--- src/rtl/pattern_pkg.sv ---
// Shared definitions for the pattern-recognition path: default image geometry,
// derived field widths and the per-row summary record.
package pattern_pkg;

  localparam int IMG_WIDTH  = 640;
  localparam int IMG_HEIGHT = 480;

  localparam int COL_W = $clog2(IMG_WIDTH);
  localparam int ROW_W = $clog2(IMG_HEIGHT);
  localparam int CNT_W = $clog2(IMG_WIDTH + 1);

  typedef struct packed {
    logic [ROW_W-1:0] idx;
    logic [CNT_W-1:0] cnt;
  } row_summary_t;

endpackage

--- src/rtl/row_summary_fifo.sv ---
// Synchronous first-word-fall-through FIFO for row summaries. The element type is a
// parameter so a top built for a smaller image can store narrower records.
module row_summary_fifo
  import pattern_pkg::*;
#(
  parameter type T     = row_summary_t,
  parameter int  DEPTH = 4
) (
  input  logic clk,
  input  logic rst_n,
  input  logic push,
  input  T     wdata,
  input  logic pop,
  output T     rdata,
  output logic full,
  output logic empty
);

  localparam int PTR_W = $clog2(DEPTH);

  T                 mem [DEPTH];
  logic [PTR_W-1:0] wr_ptr;
  logic [PTR_W-1:0] rd_ptr;
  logic [PTR_W:0]   count;
  logic             do_push;
  logic             do_pop;

  assign full    = (count == (PTR_W+1)'(DEPTH));
  assign empty   = (count == '0);
  assign do_push = push && !full;
  assign do_pop  = pop && !empty;
  assign rdata   = mem[rd_ptr];

  always_ff @(posedge clk) begin
    if (do_push) mem[wr_ptr] <= wdata;
  end

  // DEPTH is a power of two, so the pointers wrap on their own.
  always_ff @(posedge clk or negedge rst_n) begin
    if (!rst_n) begin
      wr_ptr <= '0;
      rd_ptr <= '0;
      count  <= '0;
    end else begin
      if (do_push) wr_ptr <= wr_ptr + 1'b1;
      if (do_pop)  rd_ptr <= rd_ptr + 1'b1;
      case ({do_push, do_pop})
        2'b10:   count <= count + 1'b1;
        2'b01:   count <= count - 1'b1;
        default: count <= count;
      endcase
    end
  end

endmodule

--- src/rtl/edge_row_profiler.sv ---
// Binarises the Sobel-Y stream against a per-frame threshold, emits one {row, count}
// summary per raster row through a FIFO and reports the strongest row of each frame.
module edge_row_profiler #(
  parameter int IMG_WIDTH  = pattern_pkg::IMG_WIDTH,
  parameter int IMG_HEIGHT = pattern_pkg::IMG_HEIGHT,
  parameter int W          = 8,
  parameter int FIFO_DEPTH = 4
) (
  input  logic                           clk,
  input  logic                           rst_n,
  input  logic                           x_valid,
  output logic                           x_ready,
  input  logic [W-1:0]                   x_data,
  input  logic [W-1:0]                   threshold,
  output logic                           row_valid,
  input  logic                           row_ready,
  output logic [$clog2(IMG_HEIGHT)-1:0]  row_index,
  output logic [$clog2(IMG_WIDTH+1)-1:0] row_count,
  output logic                           frame_done,
  output logic [$clog2(IMG_HEIGHT)-1:0]  max_row,
  output logic [$clog2(IMG_WIDTH+1)-1:0] max_count
);

  localparam int COL_W = $clog2(IMG_WIDTH);
  localparam int ROW_W = $clog2(IMG_HEIGHT);
  localparam int CNT_W = $clog2(IMG_WIDTH + 1);

  localparam logic [COL_W-1:0] COL_LAST = COL_W'(IMG_WIDTH - 1);
  localparam logic [ROW_W-1:0] ROW_LAST = ROW_W'(IMG_HEIGHT - 1);

  typedef struct packed {
    logic [ROW_W-1:0] idx;
    logic [CNT_W-1:0] cnt;
  } summary_t;

  logic [COL_W-1:0] col;
  logic [ROW_W-1:0] row;
  logic [W-1:0]     thr_q;
  logic [CNT_W-1:0] row_acc;
  logic [ROW_W-1:0] run_max_row;
  logic [CNT_W-1:0] run_max_cnt;

  logic             accept;
  logic             at_col_last;
  logic             at_row_last;
  logic             first_pix;
  logic [W-1:0]     thr_eff;
  logic             is_edge;
  logic [CNT_W-1:0] row_total;
  logic             push;
  logic             frame_end;
  logic             new_max;
  logic [ROW_W-1:0] final_row;
  logic [CNT_W-1:0] final_cnt;
  logic             fifo_full;
  logic             fifo_empty;
  summary_t         push_data;
  summary_t         head;

  assign at_col_last = (col == COL_LAST);
  assign at_row_last = (row == ROW_LAST);
  assign first_pix   = (col == '0) && (row == '0);

  // Only the row-closing pixel can stall, and only on the registered full flag,
  // so a summary is never dropped and a same-cycle pop does not release the stall.
  assign x_ready = !(at_col_last && fifo_full);
  assign accept  = x_valid && x_ready;

  // Pixel (0,0) is judged with the live threshold; the rest of the frame uses the latched copy.
  assign thr_eff   = first_pix ? threshold : thr_q;
  assign is_edge   = (x_data >= thr_eff);
  assign row_total = row_acc + CNT_W'(is_edge);

  assign push      = accept && at_col_last;
  assign frame_end = push && at_row_last;
  assign push_data = '{idx: row, cnt: row_total};

  // The closing row of a frame must take part in the frame max in the same cycle.
  assign new_max   = (row_total > run_max_cnt);
  assign final_row = new_max ? row : run_max_row;
  assign final_cnt = new_max ? row_total : run_max_cnt;

  always_ff @(posedge clk or negedge rst_n) begin
    if (!rst_n) begin
      col         <= '0;
      row         <= '0;
      thr_q       <= '0;
      row_acc     <= '0;
      run_max_row <= '0;
      run_max_cnt <= '0;
      max_row     <= '0;
      max_count   <= '0;
      frame_done  <= 1'b0;
    end else begin
      frame_done <= frame_end;
      if (accept) begin
        if (first_pix) thr_q <= threshold;
        if (at_col_last) begin
          col     <= '0;
          row     <= at_row_last ? '0 : row + 1'b1;
          row_acc <= '0;
        end else begin
          col     <= col + 1'b1;
          row_acc <= row_total;
        end
      end
      if (frame_end) begin
        max_row     <= final_row;
        max_count   <= final_cnt;
        run_max_row <= '0;
        run_max_cnt <= '0;
      end else if (push && new_max) begin
        run_max_row <= row;
        run_max_cnt <= row_total;
      end
    end
  end

  row_summary_fifo #(
    .T     (summary_t),
    .DEPTH (FIFO_DEPTH)
  ) u_fifo (
    .clk   (clk),
    .rst_n (rst_n),
    .push  (push),
    .wdata (push_data),
    .pop   (row_ready),
    .rdata (head),
    .full  (fifo_full),
    .empty (fifo_empty)
  );

  assign row_valid = !fifo_empty;
  assign row_index = head.idx;
  assign row_count = head.cnt;

endmodule

--- config.mk ---
export PLATFORM = sky130hd
export DESIGN_NAME = edge_row_profiler
export DESIGN_NICKNAME = d
export VERILOG_FILES = /design/src/rtl/pattern_pkg.sv /design/src/rtl/row_summary_fifo.sv /design/src/rtl/edge_row_profiler.sv
export SDC_FILE = /design/constraint.sdc
export NUM_CORES = 1
export LEC_CHECK = 0
export BUFFER_PORTS_ARGS = -buffer_cell sky130_fd_sc_hd__buf_2
export CORE_UTILIZATION = 48
export CTS_CLUSTER_SIZE = 8
export DETAILED_ROUTE_END_ITERATION = 16
export PLACE_DENSITY = 0.72
export SYNTH_ARGS = -nofsm -noshare
export SYNTH_HDL_FRONTEND = slang
export SYNTH_SLANG_ARGS = --single-unit
--- constraint.sdc ---
create_clock -name clk -period 14.13 [get_ports clk]
set_input_delay 3.5325 -clock clk [delete_from_list [all_inputs] [get_ports clk]]
set_output_delay 3.5325 -clock clk [all_outputs]
set_load 0.02 [all_outputs]
; ---- Word level (Yosys, flattened, before mapping)
; Memories as Yosys holds them, arrays and structs flattened.
; Cells that the tools add are included.
[classes]
muxes = 13
n_eq_ne = 5
magnitude_cmp = 2
n_reduce_logical = 17
add_sub_neg = 7
[op_table]
columns = cell, n
row1 = 10-bit two-way mux, 5
row2 = 9-bit two-way mux, 4
row3 = 10-bit by 1-bit adder with 10-bit output, 1
row4 = "10-bit by 1-bit adder with 10-bit output, second input constant", 1
row5 = "10-bit == test, second input constant", 1
row6 = 10-bit > comparator, 1
row7 = 10-bit zero test, 1
row8 = "9-bit by 1-bit adder with 9-bit output, second input constant", 1
row9 = "9-bit == test, second input constant", 1
row10 = 9-bit zero test, 1
row11 = 8-bit greater-or-equal comparator, 1
row12 = 1-bit logical AND, 8
row13 = 8-bit two-way mux, 1
row14 = 3-bit case mux with 2 select lines, 1
row15 = "2-bit by 1-bit adder with 2-bit output, second input constant", 2
row16 = 2-bit nonzero test, 2
row17 = "3-bit by 1-bit adder with 3-bit output, second input constant", 1
row18 = "3-bit == test, second input constant", 1
row19 = 1-bit zero test, 3
row20 = 3-bit zero test, 1
row21 = "3-bit by 1-bit subtractor with 3-bit output, second input constant", 1
row22 = "2-bit by 1-bit == test with 1-bit output, second input constant", 1
row23 = "2-bit == test, second input constant", 1
row24 = 1-bit two-way mux, 2
row25 = 2-bit AND reduction, 1
[word_totals]
mem_count = 1
ff_bits = 83
word_cells = 57
out_inout_bits = 41
in_bits = 20
ram_bits = 76
[memory_table]
columns = memory, words, width, rd, rd_ports_with_merged_regs, write_ports, line
row1 = u_fifo.mem, 4, 19, 1, 0, 1, row_summary_fifo.sv:21  ; T mem [DEPTH];

; ---- Depth between registers and ports, before layout
; Gate-level depths: netlist of the first run.
[logic_depth]
word_depth = 9
mapped_depth = 28
depth_no_buf = 26

; ---- Hierarchy
; A second synthesis of the first run with hierarchy kept.
[unflattened]
hier_cells = 527
hier_area_um2 = 7195.7
[by_module_without_submodules]
columns = module, seq_area_each_um2, n_inst, cells_per_inst, area_each_um2
row1 = edge_row_profiler, 1901.8, 1, 391, 4010.1
row2 = row_summary_fifo, 2457.4, 1, 136, 3185.6

; ---- Worst setup path before layout of the first run
; No wires, ideal clock.
[synth_timing]
path_kind = input-to-reg
from = input threshold[0]
to = register max_count[9]
setup_time_ns = 0.116
slack_ns = 6.847
arrival_time_ns = 7.167
cell_stages = 22
required_time_ns = 14.014
path_buffers = 2
path_cell_list = mux2_4 > ha_1 > nand2b_1 > a21oi_1 > nor2b_1 > o21ai_0 > a21oi_1 > o41a_1 > ha_1 > nand3_1 > nor2_1 > nand3_1 > xnor2_1 > ha_1 > nand4_1 > nor3_1 > and3_1 > a31oi_1 > buf_2 > buf_2 > nand3_1 > o311ai_0
[synth_between]
elab_chain_len = 5
[synth_lines]
columns = item, line
row1 = from (decl), edge_row_profiler.sv:14  ; input logic [W-1:0] threshold,
row2 = 8-bit two-way mux, n/a
row3 = 8-bit greater-or-equal comparator, edge_row_profiler.sv:71  ; assign is_edge = (x_data >= thr_eff);
row4 = 10-bit by 1-bit adder with 10-bit output, edge_row_profiler.sv:72  ; assign row_total = row_acc + CNT_W'(is_edge);
row5 = via row_total[8], edge_row_profiler.sv:49  ; logic [CNT_W-1:0] row_total;
row6 = 10-bit > comparator, edge_row_profiler.sv:79  ; assign new_max = (row_total > run_max_cnt);
row7 = 10-bit two-way mux, edge_row_profiler.sv:81  ; assign final_cnt = new_max ? row_total : run_max_cnt;
row8 = to (signal assigned), edge_row_profiler.sv:109  ; max_count <= final_cnt;
row9 = to (decl), edge_row_profiler.sv:21  ; output logic [$clog2(IMG_WIDTH+1)-1:0] max_count
; The timed path passes the listed nets, and every way through them passes these cells.
; A chain may end at the register's enable or synchronous reset.

; ---- Final worst setup path of the first run
[layout_timing]
from = input threshold[0]
to = register run_max_row[2]
[layout_between]
elab_chain_len = 6
[layout_lines]
columns = item, line
row1 = 8-bit two-way mux, n/a
row2 = via thr_eff[0], edge_row_profiler.sv:47  ; logic [W-1:0] thr_eff;
row3 = 8-bit greater-or-equal comparator, edge_row_profiler.sv:71
row4 = 10-bit by 1-bit adder with 10-bit output, edge_row_profiler.sv:72
row5 = via row_total[8], edge_row_profiler.sv:49
row6 = 10-bit > comparator, edge_row_profiler.sv:79
row7 = 1-bit logical AND, edge_row_profiler.sv:112  ; end else if (push && new_max) begin
row8 = 2-bit nonzero test (no source line), n/a
row9 = to (signal assigned), edge_row_profiler.sv:113  ; run_max_row <= row;
row10 = to (decl), edge_row_profiler.sv:40  ; logic [ROW_W-1:0] run_max_row;
; The timed path passes the listed nets, and every way through them passes these cells.

==> summary.md, run 1 <==
| Metric | Value |
|---|---|
| Register area | `4360 um^2` |
| Clock power share | `0.402` |
| Post-CTS Setup Inserts | `0` |
| Synthesized area | `7020 um^2` |
| WL final | `13900 um` |
| Ys async rst share | `0.522` |
| CP cell instances | `buf_2, mux2_4, ha_1, nand2b_1, a21oi_1, nor2b_1, o21ai_0, a21oi_1, o41a_1, ha_1, nand3_1, nor2_1, nand3_1, xnor2_1, ha_1, o21ai_0, nor2_1, nor2_1, a31oi_2, buf_4, o21ai_2, a22o_1` |
| Via Count | `4315` |
| Area occupied by multi-input gates | `2470 um^2` |
| Vias in the first global route | `4455` |
| Setup Skew | `9.02 ps` |
| Primary FF master, synth | `dfrtp_1` |
| Dpl hpwl | `9030 um` |
| Area growth syn-to-layout | `15.1%` |
| Tot GR Track Use | `0.202` |
| DRC | `0` |
| H-tree levels | `4` |
| Total negative slack | `0 ps` |
| Area leader, netlist | `edfxtp_1` |
| Crit-path max cell delay | `660 ps` |
| 1st-pass router iterations | `4` |
| Antenna violations before repair | `0` |
| Post-Layout Cell Count | `767` |
| IO Count | `61` |
| CP max stage cell | `o21ai_2` |
| Post-cts sizing count | `0` |
| Internal power | `844 uW` |
| CTS root buf | `clkbuf_16` |
| Status | `completed` |
| Pleak | `0.00336 uW` |
| Initial DRC count | `219` |
| Sequential element share of the synthesized area | `0.621` |
| Slew Limit Fails | `0` |
| Worst-path maximum fanout | `31` |
| Switching Fraction | `0.272` |
| Critical path capture point type | `register` |
| Most numerous cell in the Yosys netlist | `dfrtp_1` |
| Crit path kind | `input port to register` |
| CTS tree | `done` |
| FMAX | `127 MHz` |
| WHS | `482 ps` |
| Syn Inst Count | `512` |
| Pin count of the biggest net entering global routing | `84` |
| CP Data Required Time | `14480 ps` |
| I/O Buffers | `60` |
| Global route overflow | `0` |
| Chip height | `123 um` |
| Worst-Margin Slew | `1060 ps` |
| Flop pwr share | `0.453` |
| PD cells | `143 nW/um^2` |
| CTS Buf Count | `17` |
| Synth area leaders | `edfxtp_1 (33%), dfrtp_1 (30%), mux4_2 (6.1%)` |
| Avg Cell Area, Syn | `13.7 um^2` |
| CORE AREA | `14100 um^2` |
| Fillers | `1090` |
| Average routed wire per standard cell | `18.1 um` |
| Routability cong. | `0.840` |
| Post-DR vias/cell | `5.63` |
| Setup repair after global routing missed its margin | `false` |
| Number of antenna diodes | `0` |
| Yosys cell types | `54` |
| Max-Cap Viols | `0` |
| Initial Util | `0.498` |
| Final ANT Viol Nets | `0` |
| Switching power total | `315 uW` |
| Number of flops mapped to enable cells by yosys | `76` |
| Largest buffer count on any clock path | `2` |
| Critical Path AT | `8250 ps` |
| Crit start category | `input port` |
| First-pass GRT wire length | `22600 um` |
| Placed Instances | `735` |
| Hold Crit Class | `register to register` |
| Mapped Nets | `562` |
| #FFs+latches synth | `159` |
| Slew HR | `0.295` |
| Clock slew at reported path FFs | `60 ps` |
| Synth warn | `0` |
| Final period utilization | `0.559` |
| Full die area | `15100 um^2` |
| Worst-Skew Late Latency | `420 ps` |
| Worst IR Drop VDD | `106 uV` |
| Sink Count | `159` |
| Synth top cells by count | `dfrtp_1 (83), edfxtp_1 (76), nand2_1 (54)` |
| Final hold vios | `0` |
| Layout cells sized above 1 | `0.218` |
| Cts hold-fix bufs | `0` |
| DIE WIDTH | `123 um` |
| Area share of the largest cell type after synthesis | `0.325` |
| Rows | `43` |
| Fin nets | `624` |
| Final min period | `7900 ps` |
| Final setup fails | `0` |
| Logic pwr share | `0.145` |
through the flow:
step	worst slack (ps)	total power, uW	utilization	area, um^2
finish	6230	1160	0.573	8080
global route	5830	1210	0.573	8080
CTS	6290	1160	0.573	8080
detailed placement	5860	695	0.530	7470
global placement	6150	687	0.530	7470
floorplan	6850	643	-	7020
kinds of logic after synthesis:
group | count (synthesis) | synth area share
AOI/OAI and AO/OA | 89 | 0.0891
xor gates and xnor gates | 24 | 0.0299
adders and majority gates | 30 | 0.0545
buffers and inverters | 45 | 0.0282
DFF | 159 | 0.621
muxes | 31 | 0.0789
and+or+nand+nor | 134 | 0.0985
flip-flops by register name, indices dropped and copies added, names as in the netlist, 3 cells and up:
register      flops
run_max_cnt      10
max_count        10
row               9
run_max_row       9
row_acc          10
u_fifo.count      3
u_fifo.mem       76
col              10
thr_q             8
max_row           9
worst max-delay path: cells and delay by family:
kind,cells,cell delay [ps]
xor gates and xnor gates,1,590
buffers and inverters,2,350
and+or+nand+nor,7,1000
muxes,1,260
adders and majority gates,3,840
AOI/OAI and AO/OA,8,1670
per-layer routing:
| layer | GRT usage | routed length (um) | vias to the layer above |
|---|---|---|---|
| met3 | 0.0420 | 788 | 29 |
| met1 | 0.262 | 6140 | 2129 |
| met4 | 0.0945 | 369 | 0 |
| met5 | 0 | 0 | - |
| met2 | 0.325 | 6610 | 138 |
| li1 | - | - | 2019 |
cells in the final DEF (no fill, tap or decap), types with 3 or more instances in the layout:
cell type,count
bufinv_16,3
nand2b_1,3
o21ai_0,38
a21oi_1,6
o311ai_1,8
buf_2,59
edfxtp_1,76
inv_6,3
clkbuf_16,17
xnor2_1,15
and2_1,6
nand3_1,21
nor2_1,16
inv_1,23
and3_1,4
buf_4,4
xor2_1,9
mux2i_1,10
ha_1,29
a22o_1,25
dfrtp_1,83
nor2b_1,3
mux4_2,19
nor3_1,4
nand4_1,7
nand2_1,54
power groups by stage:
stage	Sequential [uW]	Clock (uW)	Combinational, uW
floorplan	529	0	114
global route	528	494	185
CTS	525	472	164
detailed placement	534	0	161
global placement	532	0	155
finish	525	467	168
worst paths after layout:
path	endpoint	from	slack, ps	cells past startpoint
max	run_max_row[2]$_DFFE_PN0P_	threshold[0]	6230	22
min	max_row[7]$_DFFE_PN0P_	max_row[7]$_DFFE_PN0P_	480	2
max reg2reg	run_max_row[2]$_DFFE_PN0P_	row[0]$_DFFE_PN0P_	7780	27
min reg2reg	max_row[7]$_DFFE_PN0P_	max_row[7]$_DFFE_PN0P_	480	2
max in group asynchronous	u_fifo.count[1]$_DFFE_PN0P_	rst_n	10160	1
min in group asynchronous	u_fifo.count[2]$_DFFE_PN0P_	rst_n	3280	1
final cells by class:
type	instances	share of cell area
inverters	25	0.0116
clock inverters	12	0.0195
clock buffers	20	0.0553
repair buffers	63	0.0403
well taps	180	0.0279
multi-input cells	308	0.306
flip-flops and latches	159	0.540
Power figures use the tool's default switching activity.
==> run 2: changes to the inputs <==
--- a/config.mk
+++ b/config.mk
@@ -5,11 +5,12 @@
 export SDC_FILE = /design/constraint.sdc
 export NUM_CORES = 1
 export LEC_CHECK = 0
+export ABC_AREA = 1
 export BUFFER_PORTS_ARGS = -buffer_cell sky130_fd_sc_hd__buf_2
 export CORE_UTILIZATION = 48
 export CTS_CLUSTER_SIZE = 8
 export DETAILED_ROUTE_END_ITERATION = 16
-export PLACE_DENSITY = 0.72
+export PLACE_DENSITY = 0.75
 export SYNTH_ARGS = -nofsm -noshare
 export SYNTH_HDL_FRONTEND = slang
 export SYNTH_SLANG_ARGS = --single-unit
==> constraint.sdc (replaced) <==
create_clock -name clk -period 7.23 [get_ports clk]
set_input_delay 1.8075 -clock clk [delete_from_list [all_inputs] [get_ports clk]]
set_output_delay 1.8075 -clock clk [all_outputs]
set_load 0.02 [all_outputs]
==> summary.md, run 2 <==
| Metric | Value |
|---|---|
| Final setup fails | `0` |
| Initial DRC count | `482` |
| Sink Count | `159` |
| Vias in the first global route | `5734` |
| WL final | `16900 um` |
| Logic pwr share | `0.293` |
| IO Count | `61` |
| Hold Crit Class | `register to register` |
| Final ANT Viol Nets | `0` |
| Highest metal used | `met5` |
| FF-to-FF setup slack | `1220 ps` |
| RR Startpoint | `row[5]$_DFFE_PN0P_` |
| Worst-Margin Slew | `1070 ps` |
| Fin nets | `939` |
| CTS tree | `done` |
| Initial Util | `0.496` |
| CTS root buf | `clkbuf_16` |
| Cts hold-fix bufs | `0` |
| Clock slew at reported path FFs | `70 ps` |
| Synth warn | `0` |
| Status | `completed` |
| CORE AREA | `15400 um^2` |
| DIE WIDTH | `128 um` |
| Worst-path maximum fanout | `20` |
| Sequential element share of the synthesized area | `0.572` |
| Clock power share | `0.323` |
| H-tree levels | `4` |
| Commonest cells after routing, fill and taps aside | `nand2_1 (204), inv_1 (96), nor2_1 (89), dfrtp_1 (83), edfxtp_1 (76)` |
| WHS | `472 ps` |
| Primary FF master, synth | `dfrtp_1` |
| Flop pwr share | `0.384` |
| Fillers | `1354` |
| Worst IR Drop VDD | `161 uV` |
| Final period utilization | `0.831` |
| Largest register FFs | `76` |
| Number of flops mapped to enable cells by yosys | `76` |
| Pleak | `0.00402 uW` |
| Average routed wire per standard cell | `15.2 um` |
| Rows | `45` |
| Layout cells sized above 1 | `0.118` |
| Final hold vios | `0` |
| Slew HR | `0.284` |
| Tot GR Track Use | `0.222` |
| Slew Limit Fails | `0` |
| Crit-path max cell delay | `770 ps` |
| Post-cts sizing count | `0` |
| I/O Buffers | `60` |
| Post-DR vias/cell | `5.28` |
| Crit start category | `register` |
| First-pass GRT wire length | `28000 um` |
| Avg Cell Area, Syn | `9.13 um^2` |
| Area share of the largest cell type after synthesis | `0.299` |
| Most numerous cell in the Yosys netlist | `nand2_1` |
| 1st-pass router iterations | `5` |
| Antenna violations before repair | `1` |
| WL met1 | `7710 um` |
| Post-CTS Setup Inserts | `0` |
| Met2 WL | `7950 um` |
| Synth area leaders | `edfxtp_1 (30%), dfrtp_1 (27%), nand2_1 (10%)` |
| CP Data Required Time | `7540 ps` |
| Most flops, register | `u_fifo.mem` |
| Setup Skew | `13.2 ps` |
| Global route overflow | `0` |
| Crit path kind | `register to register` |
| Critical Path AT | `6320 ps` |
| Routability cong. | `0.867` |
| Number of antenna diodes | `0` |
| Via Count | `5879` |
| Worst-Skew Late Latency | `420 ps` |
| Final min period | `6010 ps` |
| FMAX | `166 MHz` |
| Dpl hpwl | `10800 um` |
| Total power | `2810 uW` |
| Area leader, netlist | `edfxtp_1` |
| Synth top cells by count | `nand2_1 (204), inv_1 (96), nor2_1 (89)` |
| Critical path capture point type | `register` |
| Total negative slack | `0 ps` |
| Largest buffer count on any clock path | `2` |
| Yosys cell types | `30` |
| #FFs+latches synth | `159` |
| Area growth syn-to-layout | `14.1%` |
| CP endpoint | `run_max_row[8]$_DFFE_PN0P_` |
| DRC | `0` |
| Switching Fraction | `0.355` |
| Pin count of the biggest net entering global routing | `84` |
| Setup repair after global routing missed its margin | `false` |
| PD cells | `323 nW/um^2` |
| CP max stage cell | `nand3_1` |
| CTS Buf Count | `17` |
| Mapped Nets | `885` |
| Worst Setup SP | `row[5]$_DFFE_PN0P_` |
| Routed met3 length | `982 um` |
| Cell mode on critical path | `nand2_1` |
| Chip height | `128 um` |
| Full die area | `16400 um^2` |
| Syn Inst Count | `835` |
| Max-Cap Viols | `0` |
| FF-to-FF End | `run_max_row[8]$_DFFE_PN0P_` |
| Commonest non-fill, non-tap cell in the layout | `nand2_1` |
| Synthesized area | `7620 um^2` |
| Internal power | `1810 uW` |
| Ys async rst share | `0.522` |
| Switching power total | `997 uW` |
| Reg2Reg Depth | `27` |
-- run 2: cell count changes after synthesis, moves of 12 or more --
cell      change
a22o_1       -25
xnor2_1      -14
nand3_1      +37
o21ai_0      +28
nand2_1     +150
nand4_1      +15
mux4_2       -19
inv_1        +73
nor2_1       +73
clkbuf_1     +12
o22ai_1      +26
-- run 2: final cells by class --
class,instances,area (um^2),share of cell area
clock buffer,21,440,0.0506
clock inverter,11,154,0.0177
inverter,97,365,0.0420
multi-input combinational,545,2740,0.315
sequential,159,4360,0.501
tap,211,264,0.0304
timing repair buffer,69,370,0.0426
-- run 2: worst min-delay path by stage --
stage,startpoint,to,depth (start not counted)
finish,u_fifo.count[0]$_DFFE_PN0P_,u_fifo.count[0]$_DFFE_PN0P_,1
global route,max_row[0]$_DFFE_PN0P_,max_row[0]$_DFFE_PN0P_,2
CTS,u_fifo.count[0]$_DFFE_PN0P_,u_fifo.count[0]$_DFFE_PN0P_,1
detailed placement,max_row[0]$_DFFE_PN0P_,max_row[0]$_DFFE_PN0P_,2
global placement,max_row[0]$_DFFE_PN0P_,max_row[0]$_DFFE_PN0P_,2
floorplan,u_fifo.count[0]$_DFFE_PN0P_,u_fifo.count[0]$_DFFE_PN0P_,1
-- run 2: per-stage QoR --
step / instances / cell area, um^2 / worst slack, ps / utilization
floorplan: 835 / 7620 / 2250 / -
finish: 1113 / 8700 / 1220 / 0.566
CTS: 1113 / 8700 / 1290 / 0.566
detailed placement: 1081 / 8100 / 1070 / 0.527
global route: 1113 / 8700 / 466 / 0.566
global placement: 1081 / 8100 / 1270 / 0.527
-- run 2: metal layers --
layer	vias to the layer above	track usage
li1	2862	-
met1	2803	0.293
met2	189	0.363
met3	23	0.0480
met4	2	0.0740
met5	-	0
-- run 2: power by group through the flow --
| stage | logic, uW | clock network (uW) | registers, uW |
|---|---|---|---|
| after CTS | 825 | 919 | 1080 |
| after global routing | 925 | 958 | 1090 |
| after floorplan | 606 | 0 | 1070 |
| final | 824 | 906 | 1080 |
| after global placement | 799 | 0 | 1090 |
| after detailed placement | 820 | 0 | 1100 |
-- run 2: cells by family (layout without fill, tap and decap cells) --
kind of cell,count (synthesis),after routing,synth area share
buffers and inverters,131,198,0.0681
XOR/XNOR,10,10,0.0115
AND/OR/NAND/NOR,393,393,0.219
adder cells (fa/ha/maj),30,30,0.0502
flip-flops,159,159,0.572
AO/OA/AOI/OAI,112,112,0.0790
-- run 2: worst max-delay path, delay by kind of cell (launching register included) --
family	cells	cell delay [ps]
AND/OR/NAND/NOR	19	3770
adder cells (fa/ha/maj)	3	850
flip-flops	1	490
AO/OA/AOI/OAI	2	480
buffers and inverters	3	330
==> run 3: changes to the inputs <==
==> constraint.sdc (replaced) <==
create_clock -name clk -period 5.2 [get_ports clk]
set_input_delay 1.3 -clock clk [delete_from_list [all_inputs] [get_ports clk]]
set_output_delay 1.3 -clock clk [all_outputs]
set_load 0.02 [all_outputs]
==> summary.md, run 3 (synthesized netlist as in run 2, its figures left out) <==
| Metric | Value |
|---|---|
| Layout cells sized above 1 | `0.153` |
| Dpl hpwl | `11200 um` |
| Routability cong. | `0.869` |
| Average routed wire per standard cell | `15.2 um` |
| Placed Instances | `1097` |
| Antenna violations before repair | `0` |
| Pin count of the biggest net entering global routing | `47` |
| DIE WIDTH | `128 um` |
| Largest buffer count on any clock path | `2` |
| Pleak | `0.00410 uW` |
| CTS Buf Count | `17` |
| Crit-path max cell delay | `460 ps` |
| Worst-path maximum fanout | `10` |
| Area after DPL | `8220 um^2` |
| Commonest non-fill, non-tap cell in the layout | `nand2_1` |
| CP Data Required Time | `5550 ps` |
| Fillers | `1311` |
| H-tree levels | `4` |
| Hold Crit Class | `register to register` |
| Worst IR Drop VDD | `239 uV` |
| CORE AREA | `15400 um^2` |
| Area growth syn-to-layout | `16.3%` |
| Initial DRC count | `512` |
| IO Count | `61` |
| Post-Layout Cell Count | `1135` |
| Final hold vios | `0` |
| PD cells | `436 nW/um^2` |
| Vias in the first global route | `5600` |
| WL met1 | `7910 um` |
| Register area | `4360 um^2` |
| Final period utilization | `0.913` |
| CTS tree | `done` |
| Number of antenna diodes | `0` |
| Final ANT Viol Nets | `0` |
| WHS | `474 ps` |
| Worst-Skew Late Latency | `430 ps` |
| CP max stage cell | `dfrtp_1` |
| Total negative slack | `0 ps` |
| I/O Buffers | `60` |
| CTS root buf | `clkbuf_16` |
| Post-DR vias/cell | `5.31` |
| Cell mode on critical path | `nand2_1` |
| Chip height | `128 um` |
| WL final | `17300 um` |
| Global route overflow | `0` |
| 1st-pass router iterations | `5` |
| Commonest cells after routing, fill and taps aside | `nand2_1 (203), inv_1 (95), dfrtp_1 (83), nor2_1 (82), edfxtp_1 (76)` |
| Worst-Margin Slew | `1120 ps` |
| Slew HR | `0.254` |
| Slew Limit Fails | `0` |
| Full die area | `16400 um^2` |
| Critical Path AT | `5100 ps` |
| Met2 WL | `8030 um` |
| Largest register FFs | `76` |
| Status | `completed` |
| Design Area, Final | `8870 um^2` |
| DRC | `0` |
| First-pass GRT wire length | `27700 um` |
| Highest metal used | `met4` |
| Final min period | `4750 ps` |
| Initial Util | `0.496` |
| Via Count | `6025` |
| Sink Count | `159` |
| Max-Cap Viols | `0` |
| Setup Skew | `13.4 ps` |
| Fin nets | `961` |
| Final setup fails | `0` |
| Final Core Density | `0.577` |
| FMAX | `211 MHz` |
| Clock slew at reported path FFs | `60 ps` |
| Area occupied by multi-input gates | `2810 um^2` |
| Crit path kind | `register to register` |
| Critical path capture point type | `register` |
| Crit start category | `register` |
| Routed met3 length | `1150 um` |
| Most flops, register | `u_fifo.mem` |
| Rows | `45` |
| Tot GR Track Use | `0.221` |
==> run 3: cell types whose count changed in the layout (fill, tap and decap cells not counted), sizes merged <==
| cell | before | now |
|---|---|---|
| buf | 69 | 90 |
| bufinv | 3 | 0 |
| clkinv | 4 | 5 |
| inv | 99 | 101 |
| nand2 | 207 | 208 |
==> run 3: layer usage <==
metal	track usage	up-vias
li1	-	2920
met1	0.297	2865
met2	0.352	219
met3	0.0530	21
met4	0.0775	0
met5	0	-
==> run 3: what timing repair did <==
action | CTS | global route
hold buffers | 0 | 0
gates resized for setup | 0 | 20
buffers inserted | 0 | 5
setup endpoints to repair | 0 | 38
endpoints found under the hold margin | 0 | 0
==> run 3: worst max-delay path: cells and delay by family, from the launching register on <==
kind,cells,cell delay (ps)
adders and majority gates,3,750
and+or+nand+nor,16,2160
DFF,1,460
AOI/OAI and AO/OA,3,490
buffers and inverters,6,790
==> run 3: final timing paths <==
path	from	to	slack, ps	depth (start not counted)
max in group asynchronous	rst_n	max_row[6]$_DFFE_PN0P_	3390	2
worst min-delay path	max_count[0]$_DFFE_PN0P_	max_count[0]$_DFFE_PN0P_	470	2
worst min register to register	max_count[0]$_DFFE_PN0P_	max_count[0]$_DFFE_PN0P_	470	2
min in group asynchronous	rst_n	max_row[4]$_DFFE_PN0P_	890	1
worst max-delay path	row[7]$_DFFE_PN0P_	run_max_cnt[0]$_DFFE_PN0P_	450	28
worst max register to register	row[7]$_DFFE_PN0P_	run_max_cnt[0]$_DFFE_PN0P_	450	28
==> run 3: stage by stage <==
step           power, uW  setup slack [ps]
5_1_grt             4080             -46.1
4_1_cts             3830              41.6
6_report            3870               454
2_1_floorplan       2330               725
3_3_place_gp        2660               183
3_5_place_dp        2690              7.13
==> run 3: power breakdown <==
group	switching [uW]	total [uW]	leakage (uW)	internal [uW]
sequential	59.7	1470	0.00176	1410
clock	510	1140	0.000259	628
combinational	870	1260	0.00209	386
==> run 3: final cells by class <==
type                       instances  share of cell area
clock inverter                    11             0.00931
sequential                       159               0.492
inverter                          97              0.0412
timing repair buffer              90              0.0604
multi-input combinational        546               0.317
tap                              211              0.0298
clock buffer                      21              0.0508
